File: config.mk
export PLATFORM = sky130hd
export DESIGN_NAME = shift_sequencer_flat
export DESIGN_NICKNAME = d
export VERILOG_FILES = /design/src/rtl/shift_pkg.sv /design/src/rtl/shift_sequencer_if.sv /design/src/rtl/shift_step.sv /design/src/rtl/shift_sequencer.sv /design/src/flat_wrapper.sv
export SDC_FILE = /design/constraint.sdc
export NUM_CORES = 1
export LEC_CHECK = 0
export CAP_MARGIN = 5
export CORE_MARGIN = 2
export CORE_UTILIZATION = 53
export DETAILED_ROUTE_END_ITERATION = 16
export PLACE_DENSITY = 0.86
export SYNTH_ARGS = -nofsm -noshare
export SYNTH_HDL_FRONTEND = slang
export SYNTH_HIERARCHICAL = 1
export SYNTH_SLANG_ARGS = --single-unit
File: constraint.sdc
create_clock -name clk -period 3.48 [get_ports clk]
set_input_delay 0.87 -clock clk [delete_from_list [all_inputs] [get_ports clk]]
set_output_delay 0.87 -clock clk [all_outputs]
set_load 0.05 [all_outputs]
File: src/rtl/shift_pkg.sv
// ------------------------------------------------------------------
// shift_pkg : operation and FSM state encodings for shift_sequencer
// Revision  : 1.0
// ------------------------------------------------------------------
`default_nettype none

package shift_pkg;

  localparam logic [1:0] OP_SLL = 2'b00;
  localparam logic [1:0] OP_SRL = 2'b01;
  localparam logic [1:0] OP_SRA = 2'b10;
  localparam logic [1:0] OP_ROR = 2'b11;

  localparam logic [1:0] ST_IDLE  = 2'd0;
  localparam logic [1:0] ST_SHIFT = 2'd1;
  localparam logic [1:0] ST_DONE  = 2'd2;

endpackage

`default_nettype wire

File: src/rtl/shift_sequencer_if.sv
// ------------------------------------------------------------------
// shift_sequencer_if : start/busy/done request bus of the shift unit
// Revision           : 1.0
// ------------------------------------------------------------------
`default_nettype none

interface shift_sequencer_if #(
  parameter int WIDTH = 32
);
  localparam int SW = $clog2(WIDTH);

  logic             start;
  logic             abort;
  logic [1:0]       op;
  logic [WIDTH-1:0] x;
  logic [SW-1:0]    shamt;
  logic             busy;
  logic             done;
  logic [WIDTH-1:0] result;

  modport master (
    output start, abort, op, x, shamt,
    input  busy, done, result
  );

  modport slave (
    input  start, abort, op, x, shamt,
    output busy, done, result
  );

endinterface

`default_nettype wire

File: src/rtl/shift_step.sv
// ------------------------------------------------------------------
// shift_step : combinational shift of work by n (0..STEP) bits per op
// Revision   : 1.0
// ------------------------------------------------------------------
`default_nettype none

module shift_step
  import shift_pkg::*;
#(
  parameter int WIDTH = 32,
  parameter int STEP  = 1,
  parameter int NW    = $clog2(STEP + 1)
) (
  input  logic [WIDTH-1:0] work,
  input  logic [1:0]       op,
  input  logic [NW-1:0]    n,
  input  logic             fill,
  output logic [WIDTH-1:0] shifted
);

  logic [WIDTH-1:0] w_srl;
  logic [WIDTH-1:0] w_fill_mask;

  assign w_srl       = work >> n;
  assign w_fill_mask = fill ? ~({WIDTH{1'b1}} >> n) : '0;

  // For ROR with n==0 the left shift is by WIDTH and contributes nothing.
  always_comb begin
    shifted = w_srl;
    case (op)
      OP_SLL:  shifted = work << n;
      OP_SRL:  shifted = w_srl;
      OP_SRA:  shifted = w_srl | w_fill_mask;
      default: shifted = w_srl | (work << (WIDTH - int'(n)));
    endcase
  end

endmodule

`default_nettype wire

File: src/rtl/shift_sequencer.sv
// ------------------------------------------------------------------
// shift_sequencer : multi-cycle shifter, STEP bits per cycle, FSM-driven
// Revision        : 1.0
// ------------------------------------------------------------------
`default_nettype none

module shift_sequencer
  import shift_pkg::*;
#(
  parameter int WIDTH = 32,
  parameter int STEP  = 1
) (
  input  logic              clk,
  input  logic              clr,
  shift_sequencer_if.slave  bus
);

  localparam int SW = $clog2(WIDTH);
  localparam int NW = $clog2(STEP + 1);

  logic [1:0]       r_state;
  logic [1:0]       w_state_next;
  logic [1:0]       r_op;
  logic [WIDTH-1:0] r_work;
  logic [WIDTH-1:0] r_result;
  logic [WIDTH-1:0] w_shifted;
  logic [SW-1:0]    r_remaining;
  logic [SW-1:0]    w_remaining_next;
  logic             r_sign;
  logic [NW-1:0]    w_n;
  logic             w_last;
  logic             w_accept;

  always_comb begin
    if (int'(r_remaining) < STEP) w_n = NW'(r_remaining);
    else                          w_n = NW'(STEP);
  end

  assign w_remaining_next = r_remaining - SW'(w_n);
  assign w_last           = (w_remaining_next == '0);
  assign w_accept         = ((r_state == ST_IDLE) || (r_state == ST_DONE)) && bus.start;

  shift_step #(
    .WIDTH (WIDTH),
    .STEP  (STEP),
    .NW    (NW)
  ) u_step (
    .work    (r_work),
    .op      (r_op),
    .n       (w_n),
    .fill    (r_sign),
    .shifted (w_shifted)
  );

  always_ff @(posedge clk or posedge clr) begin
    if (clr) r_state <= ST_IDLE;
    else     r_state <= w_state_next;
  end

  // Abort wins over completion: it is checked before the last-step test.
  always_comb begin
    w_state_next = r_state;
    case (r_state)
      ST_IDLE, ST_DONE: begin
        if (bus.start) w_state_next = (bus.shamt == '0) ? ST_DONE : ST_SHIFT;
        else           w_state_next = ST_IDLE;
      end
      ST_SHIFT: begin
        if (bus.abort)   w_state_next = ST_IDLE;
        else if (w_last) w_state_next = ST_DONE;
      end
      default: w_state_next = ST_IDLE;
    endcase
  end

  always_ff @(posedge clk or posedge clr) begin
    if (clr) begin
      r_op        <= '0;
      r_work      <= '0;
      r_remaining <= '0;
      r_sign      <= 1'b0;
      r_result    <= '0;
    end else if (w_accept) begin
      r_op        <= bus.op;
      r_work      <= bus.x;
      r_remaining <= bus.shamt;
      r_sign      <= bus.x[WIDTH-1];
      if (bus.shamt == '0) r_result <= bus.x;
    end else if ((r_state == ST_SHIFT) && !bus.abort) begin
      r_work      <= w_shifted;
      r_remaining <= w_remaining_next;
      if (w_last) r_result <= w_shifted;
    end
  end

  always_comb begin
    bus.busy   = (r_state == ST_SHIFT);
    bus.done   = (r_state == ST_DONE);
    bus.result = r_result;
  end

endmodule

`default_nettype wire

File: src/flat_wrapper.sv
// flat-port wrapper written by rule: the top's interface ports become plain ports
module shift_sequencer_flat import shift_pkg::*;
#(
  parameter int WIDTH = 32,
  parameter int STEP  = 1
)
  (clk, clr, bus_start, bus_abort, bus_op, bus_x, bus_shamt, bus_busy, bus_done, bus_result);
  shift_sequencer_if #(.WIDTH(WIDTH)) bus_i ();
  input  logic clk;
  input  logic clr;
  input wire logic [$bits(bus_i.start)-1:0] bus_start;
  input wire logic [$bits(bus_i.abort)-1:0] bus_abort;
  input wire logic [$bits(bus_i.op)-1:0] bus_op;
  input wire logic [$bits(bus_i.x)-1:0] bus_x;
  input wire logic [$bits(bus_i.shamt)-1:0] bus_shamt;
  output wire logic [$bits(bus_i.busy)-1:0] bus_busy;
  output wire logic [$bits(bus_i.done)-1:0] bus_done;
  output wire logic [$bits(bus_i.result)-1:0] bus_result;
  assign bus_i.start = bus_start;
  assign bus_i.abort = bus_abort;
  assign bus_i.op = bus_op;
  assign bus_i.x = bus_x;
  assign bus_i.shamt = bus_shamt;
  assign bus_busy = bus_i.busy;
  assign bus_done = bus_i.done;
  assign bus_result = bus_i.result;
  shift_sequencer #(.WIDTH(WIDTH), .STEP(STEP)) u_core (.clk(clk), .clr(clr), .bus(bus_i));
endmodule
Word level (Yosys, flattened, before mapping)
Cells that the tools add are included.
{ "classes": {"div_mod_pow": 0, "mux": 16, "shift": 4, "mul": 0, "order_cmp": 1, "reduce_logical": 12, "bitwise": 3, "add_sub_neg": 2, "n_eq_ne": 6} }
{ "ops": {"columns": ["cell", "count"], "rows": [
  ["32-bit two-way mux", 7],
  ["32-bit one-hot mux with 3 select lines", 1],
  ["32-bit OR", 2],
  ["32-bit inverter", 1],
  ["32-bit by 1-bit left shift with 32-bit output", 1],
  ["32-bit by 32-bit left shift with 32-bit output", 1],
  ["32-bit by 1-bit right shift with 32-bit output", 1],
  ["32-bit by 1-bit right shift with 32-bit output (first input constant)", 1],
  ["5-bit logical NOT", 2],
  ["5-bit two-way mux", 2],
  ["2-bit two-way mux", 4],
  ["6-bit by 1-bit subtractor with 7-bit output (first input constant)", 1],
  ["5-bit by 1-bit less-than comparator with 1-bit output (second input constant)", 1],
  ["5-bit by 1-bit subtractor with 5-bit output", 1],
  ["2-bit by 1-bit == test with 1-bit output (second input constant)", 2],
  ["2-bit == test (second input constant)", 2],
  ["2-bit logical NOT", 2],
  ["2-bit one-hot mux with 2 select lines", 1],
  ["2-bit nonzero test", 2],
  ["3-bit by 2-bit inequality test with 1-bit output (second input constant)", 1],
  ["3-bit AND reduction", 1],
  ["1-bit logical AND", 2],
  ["2-bit inequality test (second input constant)", 1],
  ["2-bit OR reduction", 1],
  ["other kinds (3)", 3]
]} }
{ "totals": {"output_inout_bits": 34, "inputBits": 43, "mem_bits_ro": 0, "ramBits": 0, "latch_bits": 0, "memories": 0, "reg_bits": 74} }

Depth between registers and ports, before layout
Gate-level depths: netlist of the first run.
{ "logic_depth": {"depth_word": 10, "mapped_depth": 10} }

By module
The synthesis of the first run kept the hierarchy.
{ "by_module_without_submodules": {"columns": ["module", "area_each_um2", "cells_each", "instances", "seq_area_each_um2"], "rows": [
  ["shift_sequencer", 3626.0, 335, 1, 1851.8],
  ["shift_step", 693.2, 109, 1, 0.0]
]} }

Worst setup path before layout of the first run
Ideal clock, no wire load.
{ "synth_path": {"kind": "in2reg", "startpoint": "input port bus_shamt[0]", "endpoint": "register u_core.r_result[10] (netlist: u_core/bus.result[10])", "t_arrival_ns": 2.334, "setup_slack_ns": 1.021, "stages": 4, "t_required_ns": 3.355, "n_path_buf": 1, "setup_ns": 0.125, "cell_sequence": "or4_4 -> o32ai_4 -> buf_12 -> mux2_4"} }
{ "synth_via": {"elab_chain_len": 3} }
{ "synth_lines": {"columns": ["item", "line_no", "text"], "rows": [
  ["start: declaration", "flat_wrapper.sv:15", "input wire logic [$bits(bus_i.shamt)-1:0] bus_shamt;"],
  ["5-bit logical NOT", "shift_sequencer.sv:88", "if (bus.shamt == '0) r_result <= bus.x;"],
  ["2-bit inequality test (no line)", null, null],
  ["3-bit AND reduction (no line)", null, null],
  ["end signal: assignment", "shift_sequencer.sv:88", null],
  ["end signal: assignment", "shift_sequencer.sv:92", "if (w_last) r_result <= w_shifted;"],
  ["end: declaration", "shift_sequencer.sv:25", "logic [WIDTH-1:0] r_result;"]
]} }
Every way passes these cells.
A chain may end at the register's enable or synchronous reset.

Worst setup path in the final report of the first run
{ "layout_path": {"startpoint": "register u_core.r_remaining[2]", "endpoint": "register u_core.r_result[31] (netlist: u_core/bus.result[31])"} }
{ "layout_via": {"elab_chain_len": 10} }
{ "layout_lines": {"columns": ["item", "line_no", "text"], "rows": [
  ["start: declaration", "shift_sequencer.sv:27", "logic [SW-1:0] r_remaining;"],
  ["start signal: assignment", "shift_sequencer.sv:86", "r_remaining <= bus.shamt;"],
  ["start signal: assignment", "shift_sequencer.sv:91", "r_remaining <= w_remaining_next;"],
  ["5-bit by 1-bit less-than comparator with 1-bit output (*)", "shift_sequencer.sv:35", "if (int'(r_remaining) < STEP) w_n = NW'(r_remaining);"],
  ["1-bit two-way mux (*)", "shift_sequencer.sv:35", null],
  ["named net u_core.w_n", "shift_sequencer.sv:30", "logic [NW-1:0] w_n;"],
  ["branches (longest 4 deep; another with 6-bit by 1-bit subtractor with 7-bit output)", null, null],
  ["32-bit one-hot mux with 3 select lines (*)", "shift_step.sv:30", "case (op)"],
  ["named net u_core.w_shifted[31]", "shift_sequencer.sv:26", "logic [WIDTH-1:0] w_shifted;"],
  ["32-bit two-way mux (*)", "shift_sequencer.sv:92", null],
  ["32-bit two-way mux (*)", "shift_sequencer.sv:89", "end else if ((r_state == ST_SHIFT) && !bus.abort) begin"],
  ["32-bit two-way mux (*)", "shift_sequencer.sv:83", "end else if (w_accept) begin"]
]} }
Mark *: on every way through the listed nets, which the timed path passes. The select of a mux whose other input is x is not followed.

==> run metrics, run 1 <==
status=finished, final reports clean; post_cts resized=0; synthesized area per cell=~9.7 sq um; initial antenna violation count=0; worst path required time=3.71 ns; total leakage power=about 0.0025 uW; FF/Latch Area=1852 sq um; Vias=roughly 3400; Synth cell types=37; Setup-failing EPs final=0; setup slack at placement=0.4707 ns; RSZ-0062 raised after global routing=false; IO Count=between 70 and 80; drt drc=0; top_reg_cell synth=dfrtp_1; P&R area growth vs syn=22.45%; final worst-path cycle share=between 70% and 80%; Comb pwr share=a little over half; Die Wd=roughly 94 um; postcts setup bufs=0; port bufs=76; largest net degree at the start of global routing=66; total track usage=22.84%; Clk pwr share=13.8%; final hold violation count=0; setup slack after layout=approximately 0.74 ns; Mapped Area=4319 sq um; cell internal pwr=between 2000 and 3000 uW; first-pass GRT wire length=between 15 and 20 mm; footprint of the multi-input gates=approximately 2200 sq um; Worst Setup Start Kind=register; critical setup path kind=reg2reg; Initial Utilization=55.32%; Data arrival, critical path=a little under 3 ns; synth top area cells=dfrtp_1 43%, mux2i_1 15%, mux2_4 10%; setup TNS=0 ns; Synth top area share=between 40% and 50%; Worst-Skew Late Latency=0.35 ns; sw frac=44.31%; register area share after synthesis=between 40% and 50%; CTS tree=done; Detail Route Antenna Nets=0; Max VDD drop=0.5649 mV; Yosys reg bits=74; Reg clk slew, reported paths=around 0.070 ns; max_cap viols=0; Flop pwr share=between 30% and 40%; filler cell count=604; root buffer cell=clkbuf_8; Worst Max-Slew Pin Slew=between 1 and 1.5 ns; Slew Limit Fails=0; Slew headroom=30.02%; Synthesis Warnings=6; post-synthesis cell count=444; Post-synth ARST share=between 90% and 100%; Die Span Y=around 94 um; Core ar.=about 8000 sq um; final net count=approximately 550; vias per cell=5.560; EDFF count, synth=0; H-tree depth=3; fin area=5289 sq um; Longest Clk Path Bufs=2; CP Max Fanout=65; pwr dens=between 900 and 1000 nW/um^2; Sinks on Clock Net=between 70 and 80; NetSw=around 2200 uW; Hold Path Class=reg2reg; 1st-pass router iterations=4; total CTS buffers=9; Total Wirelength=9.482 mm; hold buffer count at CTS=0; share of layout cells above drive strength 1=13.23%; CP Capture Type=register; synthesized net count=between 400 and 500; row cnt=32; post-DP HPWL=6.425 mm; post-placement cell area=between 5000 and 6000 sq um; Fmax achieved=0.3644 GHz; diode count=0; Yosys top cell by area=dfrtp_1; total grt overflow=0; clock skew=0.009337 ns; DR WL/cell=about 15 um; drt first-iter violations=~190; RD Place Congestion=0.8223; Die ar.=around 8900 sq um; fin crit period=approximately 2.7 ns; vias in the first global route=roughly 3500
==> cells by family after synthesis <==
group                      synth area share (%)
and+or+nand+nor                           15.70
DFF                                       42.87
xor gates and xnor gates                 0.2028
adders and majority gates                0.2896
AOI/OAI and AO/OA                         10.02
buffers and inverters                     5.446
muxes                                     25.46
==> per-stage QoR <==
stage | hold slack (ns) | std cells | total power [uW] | util [%]
after floorplan | 0.4453 | 444 | 3598 | -
after global placement | 0.4641 | 600 | 4142 | 65.13
after detailed placement | 0.4717 | 600 | 4250 | 65.13
after CTS | 0.5171 | 616 | 4947 | 67.74
after global routing | 0.5272 | 616 | 5268 | 67.74
final | 0.5064 | 616 | 4933 | 67.74
==> registers in the layout, summed over array words and instances (netlist names) <==
signal              count
u_core/r_op             2
u_core/r_state          2
u_core/r_sign           1
u_core/bus.result      32
u_core/r_remaining      5
u_core/r_work          32
==> area by class of cell <==
cell class,instances,share of cell area [%]
flip-flops and latches,74,35.01
repair buffers,85,15.90
clock inverters,5,0.9936
multi-input cells,334,42.47
inverters,5,0.3549
clock buffers,11,2.863
well taps,102,2.413
==> synthesized netlist by cell type (2+ instances only) <==
master,n
clkbuf_1,14
nor2_1,36
nor2b_1,4
nand2_1,109
nor3_1,2
buf_8,3
buf_1,4
mux2_4,29
buf_2,5
mux2i_1,63
a221o_1,2
dfrtp_1,74
mux2_2,3
a21oi_1,32
o21ai_0,35
buf_12,3
inv_1,5
or3_1,2
==> power groups by stage <==
stage / Clock, uW / Sequential (uW) / Combinational, uW
floorplan: 0 / 2050 / 1550
global placement: 0 / 1600 / 2550
detailed placement: 0 / 1610 / 2640
CTS: 696 / 1610 / 2640
global route: 732 / 1660 / 2880
finish: 679 / 1610 / 2640
==> layer usage <==
| metal | share of wire, % | track usage (%) | up-vias |
|---|---|---|---|
| li1 | - | - | 1653 |
| met1 | 44 | 29.21 | 1644 |
| met2 | 49 | 38.10 | 105 |
| met3 | 5.5 | 3.772 | 23 |
| met4 | 1.9 | 10.02 | 0 |
| met5 | 0 | 0 | - |
==> layout by cell type (no fill, tap or decap), types with 2 or more instances in the layout <==
cell / synthesis / layout
nand2_1: 109 / 109
mux2_4: 29 / 29
nor2b_1: 4 / 3
clkbuf_8: 0 / 11
mux2i_1: 63 / 63
buf_4: 1 / 8
dfrtp_1: 74 / 74
mux2_2: 3 / 3
inv_1: 5 / 4
clkinv_2: 0 / 3
a21oi_1: 32 / 32
a221o_1: 2 / 2
clkdlybuf4s50_1: 0 / 76
o21ai_0: 35 / 35
nor2_1: 36 / 36
nor3_1: 2 / 2
==> critical path, stage by stage (launching register included) <==
cell and delay, ns:
dfrtp_1 0.48, or3_1 0.42, or3_2 0.87, a31oi_1 0.30, o21ai_0 0.13, nand2_1 0.08
nand2_1 0.06, mux2_2 0.27
==> worst paths after layout <==
| check | from | end | slack, ns | depth (start not counted) |
|---|---|---|---|---|
| setup reg to reg | u_core/r_remaining[2] | u_core/bus.result[31] | 0.74 | 7 |
| min in group asynchronous | clr | u_core/r_remaining[1] | 0.93 | 2 |
| hold / removal | u_core/r_sign | u_core/r_sign | 0.51 | 2 |
| max in group asynchronous | clr | u_core/bus.result[31] | 1.89 | 3 |
| setup / recovery | u_core/r_remaining[2] | u_core/bus.result[31] | 0.74 | 7 |
| hold reg to reg | u_core/r_sign | u_core/r_sign | 0.51 | 2 |
(Power assumes the default switching activity.)
==> inputs of run 2 (changes only) <==
==> constraint.sdc (replaced) <==
create_clock -name clk -period 2.55 [get_ports clk]
set_input_delay 0.6375 -clock clk [delete_from_list [all_inputs] [get_ports clk]]
set_output_delay 0.6375 -clock clk [all_outputs]
set_load 0.05 [all_outputs]
==> run metrics, run 2 (synthesis gave the netlist of run 1 again) <==
status=finished, final reports clean; total grt overflow=0 (unchanged); busiest layer in global routing=met2; CP peak stage delay=0.81 ns (-0.06 ns); share of layout cells above drive strength 1=14.75% (+1.5 points); fin crit period=~2.4 ns; GR Util met1=30.88% (+1.7 points); total track usage=23.83% (+0.99 points); H-tree depth=3 (unchanged); Detail Route Antenna Nets=0 (unchanged); CP cell instances=nor2b_1, clkdlybuf4s50_1; vias per cell=5.563 (about the same); GR met2 Demand/Resource=38.87% (+0.77 points); Vias=3471 (+1.3%); RD Place Congestion=0.8268 (+0.55%); Slew headroom=62.47% (+32 points); Die ar.=8888 sq um (unchanged); CP Capture Type=primary output; worst reg2reg path startpoint=u_core/r_remaining[2]; vias in the first global route=3549 (+1.2%); Total Wirelength=9.852 mm (+3.9%); critical setup path kind=reg2out; Hold Path Class=reg2reg; post-DP HPWL=6.536 mm (+1.7%); setup slack at placement=-0.1491 ns (-0.6198 ns); Hold EP=u_core/r_sign; total CTS buffers=9 (unchanged); largest net degree at the start of global routing=46 (-30%); critical hold path startpoint=u_core/r_sign; RSZ-0062 raised after global routing=false; Max VDD drop=0.6623 mV (+17%); commonest non-fill, non-tap cell in the layout=nand2_1; port bufs=76 (unchanged); smallest hold slack=0.4864 ns (-0.01999 ns); row cnt=32 (unchanged); Die Span Y=94.28 um (unchanged); pwr dens=1275 nW/um^2 (+37%); clock skew=0.007580 ns (-0.001757 ns); max_cap viols=0 (unchanged); Initial Utilization=55.32% (unchanged); Worst Setup Start Kind=register; postcts setup bufs=0 (unchanged); worst path required time=1.91 ns (-1.80 ns); Data arrival, critical path=1.77 ns (-1.20 ns); Hold Path Depth=2 (unchanged); final net count=561 (+1.4%); first-pass GRT wire length=16.62 mm (+3.6%); Worst R2R Path Depth=8 (+1); 1st-pass router iterations=4 (unchanged); root buffer cell=clkbuf_8; IO Count=77 (unchanged); CTS tree=done; FF-to-FF setup slack=0.17 ns (-0.57 ns); Reg clk slew, reported paths=0.07 ns (about the same); diode count=0 (unchanged); final hold violation count=0 (unchanged); Worst-Skew Late Latency=0.35 ns (about the same); P&R area growth vs syn=25.49%; drt first-iter violations=275 (+47%); GR Util met3=6.902% (+3.1 points); CP Max Fanout=6 (-91%); Worst Max-Slew Pin Slew=0.5621 ns (-0.4876 ns); drt drc=0 (unchanged); Setup-failing EPs final=0 (unchanged); slowest CP cell=clkdlybuf4s50_1; RR Endpoint=u_core/bus.result[29]; Die Wd=94.28 um (unchanged); hold buffer count at CTS=0 (unchanged); commonest non-fill, non-tap cells in the layout=109 x nand2_1, 76 x clkdlybuf4s50_1, 73 x dfrtp_1, 63 x mux2i_1, 36 x nor2_1; Core ar.=7807 sq um (unchanged); initial antenna violation count=0 (unchanged); Slew Limit Fails=0 (unchanged); final worst-path cycle share=94.34%; setup slack after layout=0.1445 ns (-0.5916 ns); total leakage power=0.002592 uW (+2.2%); DR WL/cell=15.79 um (+2.6%); Sinks on Clock Net=74 (unchanged); post_cts resized=0 (unchanged); Fmax achieved=0.4157 GHz; Longest Clk Path Bufs=2 (unchanged); filler cell count=574 (-5.0%)
run 2: cell count changes in the layout (fill, tap and decap cells not counted), sizes merged:
cell    delta
buf        +8
bufinv     +1
clkinv     -1
run 2: report_power, final:
part | total, uW | switching (uW) | internal (uW)
Sequential | 2210 | 517 | 1690
Combinational | 3690 | 2090 | 1610
Clock | 1010 | 432 | 575
run 2: metal layers:
layer	up-vias	part of all wire (%)	routed length, um
met3	12	5.1	499
li1	1664	-	-
met2	104	49	4819
met5	-	0	0
met4	0	1.3	131
met1	1691	45	4402
run 2: worst max path at each step:
stage	from	end	slack, ns
global route	u_core/r_remaining[2]	u_core/bus.result[29]	0.04
finish	u_core/r_state[0]	bus_busy	0.14
global placement	bus_shamt[0]	u_core/bus.result[9]	-0.10
detailed placement	bus_shamt[0]	u_core/bus.result[11]	-0.15
floorplan	clr	u_core/bus.result[0]	0.03
CTS	u_core/r_remaining[2]	u_core/bus.result[11]	0.05
run 2: layout make-up:
cell class                 count  area [sq um]  area share, %
inverter                       5         18.77         0.3463
timing repair buffer          93         945.9          17.45
sequential                    74          1853          34.19
multi-input combinational    334          2256          41.62
clock buffer                  11         141.4          2.609
tap                          102         127.6          2.355
clock inverter                 5         77.57          1.431
run 2: critical path, delay by kind of cell (launching register included):
kind,cells,cell delay [ns]
AND/OR/NAND/NOR,1,0.16
flip-flops,1,0.45
buffers and inverters,1,0.81
run 2: stage by stage:
step | power, uW | util (%) | TNS, ns | cell area, sq um | cells
floorplan | 4910 | - | 0 | 4319 | 444
global placement | 5716 | 66.22 | -2.260 | 5170 | 608
detailed placement | 5837 | 66.22 | -3.504 | 5170 | 608
CTS | 6885 | 69.02 | 0 | 5389 | 624
global route | 7356 | 69.42 | 0 | 5420 | 624
finish | 6911 | 69.42 | 0 | 5420 | 624
